File: config.mk
export PLATFORM = sky130hd
export DESIGN_NAME = pb_ram_arbiter_flat
export DESIGN_NICKNAME = d
export VERILOG_FILES = /design/src/rtl/pb_ram_arbiter_if.sv /design/src/rtl/pb_ram_arbiter.sv /design/src/flat_wrapper.sv
export SDC_FILE = /design/constraint.sdc
export NUM_CORES = 1
export LEC_CHECK = 0
export ABC_AREA = 0
export CORE_MARGIN = 5
export CORE_UTILIZATION = 30
export CTS_BUF_LIST = sky130_fd_sc_hd__clkbuf_16
export CTS_CLUSTER_DIAMETER = 80
export DETAILED_ROUTE_END_ITERATION = 8
export PLACE_DENSITY = 0.65
export SYNTH_ARGS = -nofsm -noshare
export SYNTH_HDL_FRONTEND = slang
export SYNTH_SLANG_ARGS = --single-unit
File: constraint.sdc
create_clock -name clk -period 2.2 [get_ports clk]
set_clock_uncertainty 0.2 [all_clocks]
set_input_delay 0.44 -clock clk [delete_from_list [all_inputs] [get_ports clk]]
set_output_delay 0.44 -clock clk [all_outputs]
set_load 0.005 [all_outputs]
File: src/rtl/pb_ram_arbiter_if.sv
// Bus bundle between the two PicoBlaze port decoders, the arbiter and the
// shared single-port block RAM.
interface pb_ram_arbiter_if #(
  parameter int ADDR_WIDTH = 1,
  parameter int DATA_WIDTH = 8
);
  logic                  req0, we0, gnt0, rvalid0;
  logic [ADDR_WIDTH-1:0] addr0;
  logic [DATA_WIDTH-1:0] wdata0;
  logic                  req1, we1, gnt1, rvalid1;
  logic [ADDR_WIDTH-1:0] addr1;
  logic [DATA_WIDTH-1:0] wdata1;
  logic [DATA_WIDTH-1:0] rdata;
  logic                  ram_en, ram_we;
  logic [ADDR_WIDTH-1:0] ram_addr;
  logic [DATA_WIDTH-1:0] ram_din, ram_dout;
  logic                  busy;

  modport slave (
    input  req0, we0, addr0, wdata0, req1, we1, addr1, wdata1, ram_dout,
    output gnt0, rvalid0, gnt1, rvalid1, rdata, ram_en, ram_we, ram_addr, ram_din, busy
  );

  modport master (
    output req0, we0, addr0, wdata0, req1, we1, addr1, wdata1, ram_dout,
    input  gnt0, rvalid0, gnt1, rvalid1, rdata, ram_en, ram_we, ram_addr, ram_din, busy
  );
endinterface

File: src/rtl/pb_ram_arbiter.sv
// Two-requester round-robin arbiter/sequencer for a shared single-port RAM
// with 1-cycle read latency: 2 cycles per write, 3 cycles per read.
module pb_ram_arbiter #(
  parameter int ADDR_WIDTH = 1,
  parameter int DATA_WIDTH = 8
) (
  input  logic             clk,
  input  logic             reset_n,
  pb_ram_arbiter_if.slave  bus
);
  typedef enum logic [1:0] {IDLE = 2'd0, ISSUE = 2'd1, RDWAIT = 2'd2} state_t;

  state_t                          state, state_nxt;
  logic [1:0]                      req, we;
  logic [1:0][ADDR_WIDTH-1:0]      addr;
  logic [1:0][DATA_WIDTH-1:0]      wdata;
  logic                            ptr, sel, take;
  logic                            lat_id, lat_we;
  logic [ADDR_WIDTH-1:0]           lat_addr;
  logic [DATA_WIDTH-1:0]           lat_din;
  logic [1:0]                      rvalid_q;
  logic [DATA_WIDTH-1:0]           rdata_q;

  assign req   = {bus.req1, bus.req0};
  assign we    = {bus.we1, bus.we0};
  assign addr  = {bus.addr1, bus.addr0};
  assign wdata = {bus.wdata1, bus.wdata0};

  always_ff @(posedge clk or negedge reset_n)
    if (!reset_n) state <= IDLE;
    else          state <= state_nxt;

  // Requests are only looked at in IDLE; contention resolved by ptr.
  always_comb begin
    state_nxt = state;
    take      = 1'b0;
    sel       = ptr;
    case (state)
      IDLE: if (|req) begin
        take      = 1'b1;
        sel       = (&req) ? ptr : req[1];
        state_nxt = ISSUE;
      end
      ISSUE:   state_nxt = lat_we ? IDLE : RDWAIT;
      RDWAIT:  state_nxt = IDLE;
      default: state_nxt = IDLE;
    endcase
  end

  always_ff @(posedge clk or negedge reset_n)
    if (!reset_n) begin
      ptr      <= 1'b0;
      lat_id   <= 1'b0;
      lat_we   <= 1'b0;
      lat_addr <= '0;
      lat_din  <= '0;
      rvalid_q <= '0;
      rdata_q  <= '0;
    end else begin
      if (take) begin
        lat_id   <= sel;
        lat_we   <= we[sel];
        lat_addr <= addr[sel];
        lat_din  <= wdata[sel];
        ptr      <= ~sel;
      end
      rvalid_q <= (state == RDWAIT) ? (2'b01 << lat_id) : 2'b00;
      if (state == RDWAIT) rdata_q <= bus.ram_dout;
    end

  // RAM address/data come straight from the latch so they hold between accesses.
  assign bus.ram_en   = (state == ISSUE);
  assign bus.ram_we   = (state == ISSUE) && lat_we;
  assign bus.ram_addr = lat_addr;
  assign bus.ram_din  = lat_din;
  assign bus.gnt0     = (state == ISSUE) && !lat_id;
  assign bus.gnt1     = (state == ISSUE) &&  lat_id;
  assign bus.rvalid0  = rvalid_q[0];
  assign bus.rvalid1  = rvalid_q[1];
  assign bus.rdata    = rdata_q;
  assign bus.busy     = (state != IDLE);
endmodule

File: src/flat_wrapper.sv
// flat-port wrapper written by rule: the top's interface ports become plain ports
module pb_ram_arbiter_flat 
#(
  parameter int ADDR_WIDTH = 1,
  parameter int DATA_WIDTH = 8
)
  (clk, reset_n, bus_req0, bus_we0, bus_addr0, bus_wdata0, bus_req1, bus_we1, bus_addr1, bus_wdata1, bus_ram_dout, bus_gnt0, bus_rvalid0, bus_gnt1, bus_rvalid1, bus_rdata, bus_ram_en, bus_ram_we, bus_ram_addr, bus_ram_din, bus_busy);
  pb_ram_arbiter_if #(.ADDR_WIDTH(ADDR_WIDTH), .DATA_WIDTH(DATA_WIDTH)) bus_i ();
  input  logic clk;
  input  logic reset_n;
  input wire logic [$bits(bus_i.req0)-1:0] bus_req0;
  input wire logic [$bits(bus_i.we0)-1:0] bus_we0;
  input wire logic [$bits(bus_i.addr0)-1:0] bus_addr0;
  input wire logic [$bits(bus_i.wdata0)-1:0] bus_wdata0;
  input wire logic [$bits(bus_i.req1)-1:0] bus_req1;
  input wire logic [$bits(bus_i.we1)-1:0] bus_we1;
  input wire logic [$bits(bus_i.addr1)-1:0] bus_addr1;
  input wire logic [$bits(bus_i.wdata1)-1:0] bus_wdata1;
  input wire logic [$bits(bus_i.ram_dout)-1:0] bus_ram_dout;
  output wire logic [$bits(bus_i.gnt0)-1:0] bus_gnt0;
  output wire logic [$bits(bus_i.rvalid0)-1:0] bus_rvalid0;
  output wire logic [$bits(bus_i.gnt1)-1:0] bus_gnt1;
  output wire logic [$bits(bus_i.rvalid1)-1:0] bus_rvalid1;
  output wire logic [$bits(bus_i.rdata)-1:0] bus_rdata;
  output wire logic [$bits(bus_i.ram_en)-1:0] bus_ram_en;
  output wire logic [$bits(bus_i.ram_we)-1:0] bus_ram_we;
  output wire logic [$bits(bus_i.ram_addr)-1:0] bus_ram_addr;
  output wire logic [$bits(bus_i.ram_din)-1:0] bus_ram_din;
  output wire logic [$bits(bus_i.busy)-1:0] bus_busy;
  assign bus_i.req0 = bus_req0;
  assign bus_i.we0 = bus_we0;
  assign bus_i.addr0 = bus_addr0;
  assign bus_i.wdata0 = bus_wdata0;
  assign bus_i.req1 = bus_req1;
  assign bus_i.we1 = bus_we1;
  assign bus_i.addr1 = bus_addr1;
  assign bus_i.wdata1 = bus_wdata1;
  assign bus_i.ram_dout = bus_ram_dout;
  assign bus_gnt0 = bus_i.gnt0;
  assign bus_rvalid0 = bus_i.rvalid0;
  assign bus_gnt1 = bus_i.gnt1;
  assign bus_rvalid1 = bus_i.rvalid1;
  assign bus_rdata = bus_i.rdata;
  assign bus_ram_en = bus_i.ram_en;
  assign bus_ram_we = bus_i.ram_we;
  assign bus_ram_addr = bus_i.ram_addr;
  assign bus_ram_din = bus_i.ram_din;
  assign bus_busy = bus_i.busy;
  pb_ram_arbiter #(.ADDR_WIDTH(ADDR_WIDTH), .DATA_WIDTH(DATA_WIDTH)) u_core (.clk(clk), .reset_n(reset_n), .bus(bus_i));
endmodule
==> results of run 1 <==
metrics by stage:
| step | util, % | cells | cell area, µm² |
|---|---|---|---|
| CTS | 52.34 | 191 | 1747 |
| finish | 52.42 | 191 | 1749 |
| global placement | 48.78 | 185 | 1628 |
| detailed placement | 48.78 | 185 | 1628 |
| global route | 52.42 | 191 | 1749 |
| floorplan | - | 85 | 1032 |
cell families after synthesis:
group / share of synthesized area, %
flops: 58.18
compound gates: 8.727
simple gates: 9.093
mux: 19.52
buf+inv: 4.484
per-layer routing:
layer	share of wire, %	vias up	GRT usage [%]
met1	41	375	12.02
met3	9.5	4	3.404
li1	-	405	-
met2	48	36	18.95
met5	0	-	0
met4	0.66	0	2.978
power by group through the flow:
stage | Clock, mW | Sequential, mW | Combinational [mW]
3_3_place_gp | 0 | 0.788 | 1.08
2_1_floorplan | 0 | 0.797 | 0.561
6_report | 0.510 | 0.774 | 1.13
4_1_cts | 0.520 | 0.778 | 1.15
3_5_place_dp | 0 | 0.798 | 1.11
5_1_grt | 0.535 | 0.808 | 1.23
registers in the layout, summed over array words and instances, names as in the netlist:
signal               flops
u_core.bus.ram_din       8
u_core.rvalid_q          2
u_core.state             2
u_core.ptr               1
u_core.lat_id            1
u_core.lat_we            1
u_core.bus.ram_addr      1
u_core.bus.rdata         8
final cells by class:
class                   count  share of cell area, %
multi-input cells          54                  22.03
inverters                   3                 0.6438
flip-flops and latches     24                  34.33
clock buffers               3                  4.292
repair buffers             60                  33.69
clock inverters             1                  1.717
well taps                  46                  3.290
placed cells by master (no fill, tap or decap):
cell type        synthesis  layout
or2_1                    1       1
dlymetal6s2s_1           0       1
buf_4                    0       5
nor3b_1                  1       1
mux2i_1                 10      10
o21ai_1                  8       8
o21bai_1                 1       1
nand2_1                 11      11
dfrtp_1                 24      24
mux2_1                   2       2
o31ai_2                  1       1
o21ai_0                  3       3
nor2_1                   5       5
inv_1                    3       3
mux2_2                   7       7
o2bb2ai_2                1       1
and2_1                   1       1
nand2b_1                 1       1
clkbuf_16                0       3
clkdlybuf4s50_1          0      53
bufinv_16                0       1
or2b_1                   1       1
dlygate4sd2_1            0       1
path summary, 6_finish.rpt:
check	start	to	slack, ps	depth (start not counted)
worst max-delay path	u_core.state[1]$_DFFE_PN0P_	bus_gnt1	70	3
worst min-delay path	u_core.lat_we$_DFFE_PN0P_	u_core.state[1]$_DFFE_PN0P_	260	1
worst min register to register	u_core.lat_we$_DFFE_PN0P_	u_core.state[1]$_DFFE_PN0P_	260	1
min in group asynchronous	reset_n	u_core.bus.rdata[4]$_DFFE_PN0N_	340	2
max in group asynchronous	reset_n	u_core.bus.ram_din[2]$_DFFE_PN0P_	1220	2
worst max register to register	u_core.state[0]$_DFFE_PN0P_	u_core.bus.ram_din[3]$_DFFE_PN0P_	350	5
repair_timing:
| action | 4_1_cts | 5_1_grt |
|---|---|---|
| buffers inserted | 2 | 0 |
| endpoints found under the setup margin | 2 | 1 |
| resized for setup | 1 | 1 |
==> out/results.txt, run 1 <==
run status = complete, no violations
leakage power = 0.7878 nW
PD cells = 1377 nW/µm²
VDD IR-drop max = 388.1 µV
Max Cap Viol = 0
Final Max Slew Viols = 0
Post-synth top flop = dfrtp_1
number of DRC markers in iteration 0 = 25
via/cell ratio = 4.293
tightest hold margin = 258.8 ps
first-pass GRT wire length = 3698 µm
Initial Utilization = 30.93%
most frequent cell after synthesis = dfrtp_1
Int Power = 1.712 mW
Total GRT Usage = 10.62%
Yosys cell types = 19
grt ovf = 0
Worst EP required = 1560 ps
crit-path cells = or2b_1 -> nor2_1 -> clkdlybuf4s50_1
root buffer cell = clkbuf_16
full die area = 4714 µm²
Routed WL = 2433 µm
vias in the first global route = 836
Final #Nets = 178
Worst EP arrival = 1490 ps
row count = 21
Skew-Pair Late Insertion Delay = 250 ps
combinational power share = 46.7%
initial antenna violation count = 0
DRC errors left = 0
WL per Instance = 12.74 µm
Post-synth top cells = dfrtp_1 (24), nand2_1 (11), mux2i_1 (10), o21ai_1 (8), mux2_2 (7)
Slowest Stage Delay on Critical Path = 500 ps
worst slew pin tran = 760.5 ps
sequential power share = 32.1%
routability cong. = 0.6727
Register Area = 600.6 µm²
Yosys reg bits = 24
CTS Hold Bufs = 0
Final period util = 96.65%
Syn Area/Cell = 12.14 µm²
CP endpoint kind = output port
core area = 3337 µm²
area of the mapped netlist = 1032 µm²
Sw Share = 28.92%
synth warn = 0
Die Ht = 68.66 µm
P&R area growth vs syn = 69.45%
multi-input logic area = 385.4 µm²
Clock Power Share = 21.2%
IO Count = 56
critical path class = flip-flop to output port
dpl ws = -173.2 ps
setup TNS = 0 ps
Hold Path Class = flip-flop to flip-flop
CTS tree = yes
Final Hold Viols = 0
sw power = 696.5 µW
Power, Total = 2.409 mW
top cells by area, synth = dfrtp_1 (58%), mux2i_1 (9.7%), mux2_2 (7.6%)
delay-heaviest family, CP = buffers and inverters
startpoint types = flip-flop
Period minus WS final = 2126 ps
fillers = 312
via count = 820
HPWL Detailed = 1964 µm
htree depth = 1
Synth top area share = 58.18%
Num Clock Sinks = 24
Max FO, Critical Path = 4
RSZ-0062 raised after global routing = false
antenna viol nets, final = 0
cell count after synthesis = 85
drt first pass iters = 4
post-synthesis sequential area ratio = 58.18%
Final setup viols = 0
Synth async-reset ratio = 100.0%
IO Port Bufs = 55
Crit path buffers/inverters = 1
dominant cell type by area after synthesis = dfrtp_1
Horiz. Die Dim = 68.66 µm
share of post-route cells with drive strength above 1 = 12.41%
Antenna Cells = 0
EDFF count, synth = 0
Post-Syn Nets = 117
Fmax = 470.3 MHz
CTS max path bufs = 2
CTS buffer count = 3
Worst Setup Slack, final = 73.72 ps
Worst-path clk slew = 60 ps
largest net degree at the start of global routing = 25
Rel. slew slack = 49.00%
slowest CP cell = clkdlybuf4s50_1
Note: power is estimated with default switching activity, not from simulation.
==> run 2: changes to the inputs <==
CTS_BUF_LIST = default   (was sky130_fd_sc_hd__clkbuf_16)
==> out/results.txt, run 2 (synthesis gave the netlist of run 1 again) <==
worst slew pin tran = 766.7 ps (+6.159 ps)
Horiz. Die Dim = 68.66 µm (unchanged)
Antenna Cells = 0 (unchanged)
Fmax = 481.0 MHz (+2.3%)
htree depth = 1 (unchanged)
Initial Utilization = 30.93% (unchanged)
core area = 3337 µm² (unchanged)
CP startpoint = u_core.state[1]$_DFFE_PN0P_
row count = 21 (unchanged)
Num Clock Sinks = 24 (unchanged)
Final period util = 94.50% (-2.1 points)
Routed WL = 2506 µm (+3.0%)
Max Cap Viol = 0 (unchanged)
Int Power = 1.541 mW (-10%)
CTS buffer count = 3 (unchanged)
Worst EP required = 1560 ps (about the same)
dpl ws = -173.2 ps (unchanged)
WL per Instance = 12.98 µm (+1.9%)
number of DRC markers in iteration 0 = 28 (+12%)
RR Endpoint = u_core.lat_we$_DFFE_PN0P_
CTS tree = yes
# placed instances = 185 (unchanged)
slowest CP cell = dfrtp_1
Final Max Slew Viols = 0 (unchanged)
Total GRT Usage = 11.10% (+0.48 points)
worst flop-to-flop path startpoint = u_core.state[0]$_DFFE_PN0P_
R2R cell count = 5 (unchanged)
PD cells = 1305 nW/µm² (-5.2%)
CP endpoint kind = output port
Final #Nets = 180 (+1.1%)
crit-path cells = or2b_1 -> buf_4 -> nor2_1 -> dlygate4sd2_1
root buffer cell = clkbuf_4
Final setup viols = 0 (unchanged)
startpoint types = flip-flop
Layout Cells excl Fill = 193 (+1.0%)
initial antenna violation count = 0 (unchanged)
sequential power share = 34.6% (+2.5 points)
leakage power = 0.7884 nW (about the same)
Skew-Pair Late Insertion Delay = 310 ps (+60 ps)
Die Ht = 68.66 µm (unchanged)
IO Count = 56 (unchanged)
via/cell ratio = 4.280 (-0.31%)
Slowest Stage Delay on Critical Path = 410 ps (-90 ps)
Hold Path Class = input pin to asynchronous set/reset pin
first-pass GRT wire length = 3801 µm (+2.8%)
Worst EP arrival = 1440 ps (-50 ps)
CTS max path bufs = 2 (unchanged)
largest net degree at the start of global routing = 25 (unchanged)
HPWL Detailed = 1964 µm (unchanged)
critical path class = flip-flop to output port
tightest hold margin = 250.4 ps (-8.405 ps)
Power, Total = 2.234 mW (-7.2%)
Max FO, Critical Path = 3 (-1)
routability cong. = 0.6727 (unchanged)
run status = complete, no violations
Final Hold Viols = 0 (unchanged)
grt ovf = 0 (unchanged)
Rel. slew slack = 48.59% (-0.41 points)
reg2reg setup slack = 300 ps (-50 ps)
P&R area growth vs syn = 65.82%
Sw Share = 31.03% (+2.1 points)
via count = 826 (+0.73%)
share of post-route cells with drive strength above 1 = 13.61% (+1.2 points)
IO Port Bufs = 55 (unchanged)
fillers = 321 (+2.9%)
most frequent cells in the layout = clkdlybuf4s50_1 (50), dfrtp_1 (24), nand2_1 (11)
Clock Power Share = 14.4% (-6.8 points)
commonest non-fill, non-tap cell in the layout = clkdlybuf4s50_1
VDD IR-drop max = 358.9 µV (-7.5%)
antenna viol nets, final = 0 (unchanged)
drt first pass iters = 2 (-2)
DRC errors left = 0 (unchanged)
combinational power share = 51.0% (+4.3 points)
full die area = 4714 µm² (unchanged)
sw power = 693.4 µW (-0.45%)
Worst Setup Slack, final = 121.0 ps (+47.23 ps)
Period minus WS final = 2079 ps (-47.23 ps)
vias in the first global route = 831 (-0.60%)
Worst-path clk slew = 140 ps (+80 ps)
RSZ-0062 raised after global routing = false
## run 2: changes by cell type in the layout (fill, tap and decap cells not counted)
cell             delta
buf_4               +2
clkbuf_4            +3
dlygate4sd2_1       +2
clkdlybuf4s50_1     -3
clkbuf_16           -3
dlymetal6s2s_1      +1
## run 2: cell type report
cell class | count | area, µm² | area share, %
Sequential cell | 24 | 600.6 | 35.09
Clock inverter | 1 | 30.03 | 1.754
Inverter | 3 | 11.26 | 0.6579
Tap cell | 46 | 57.56 | 3.363
Timing Repair Buffer | 62 | 604.3 | 35.31
Multi-Input combinational cell | 54 | 385.4 | 22.51
Clock buffer | 3 | 22.52 | 1.316
## run 2: power by group through the flow
stage	clock network [mW]	registers, mW	logic [mW]
2_1_floorplan	0	0.797	0.561
3_3_place_gp	0	0.788	1.08
3_5_place_dp	0	0.798	1.11
4_1_cts	0.326	0.774	1.16
5_1_grt	0.350	0.807	1.25
6_report	0.322	0.772	1.14
## run 2: how the worst max path moves through the flow
stage	end	slack [ps]
detailed placement	u_core.bus.ram_din[3]$_DFFE_PN0P_	-170
finish	bus_gnt0	120
global placement	u_core.lat_we$_DFFE_PN0P_	-120
global route	bus_gnt0	30
CTS	bus_ram_en	9
floorplan	u_core.bus.ram_din[0]$_DFFE_PN0P_	650
## run 2: metal layers
| metal | routed length [µm] | up-vias | track usage, % | part of all wire (%) |
|---|---|---|---|---|
| met5 | 0 | - | 0 | 0 |
| met4 | 29 | 0 | 3.722 | 1.2 |
| met3 | 205 | 3 | 2.917 | 8.2 |
| met2 | 1249 | 35 | 19.79 | 50 |
| met1 | 1021 | 378 | 12.73 | 41 |
| li1 | - | 410 | - | - |
## run 2: what timing repair did
action,4_1_cts,5_1_grt
setup buffers,3,1
hold buffers,0,0
gates resized for setup,3,2
endpoints found under the setup margin,4,2
## run 2: critical path, delay by kind of cell (launching register included)
kind	cells	cell delay, ps
AND/OR/NAND/NOR	2	330
buffers and inverters	2	390
flip-flops	1	410
## run 2: per-stage QoR
stage,TNS (ps),util (%),area [µm²]
final,0,51.29,1712
after global routing,0,51.29,1712
after CTS,0,50.92,1699
after detailed placement,-1307,48.78,1628
after global placement,-891.2,48.78,1628
after floorplan,0,-,1032
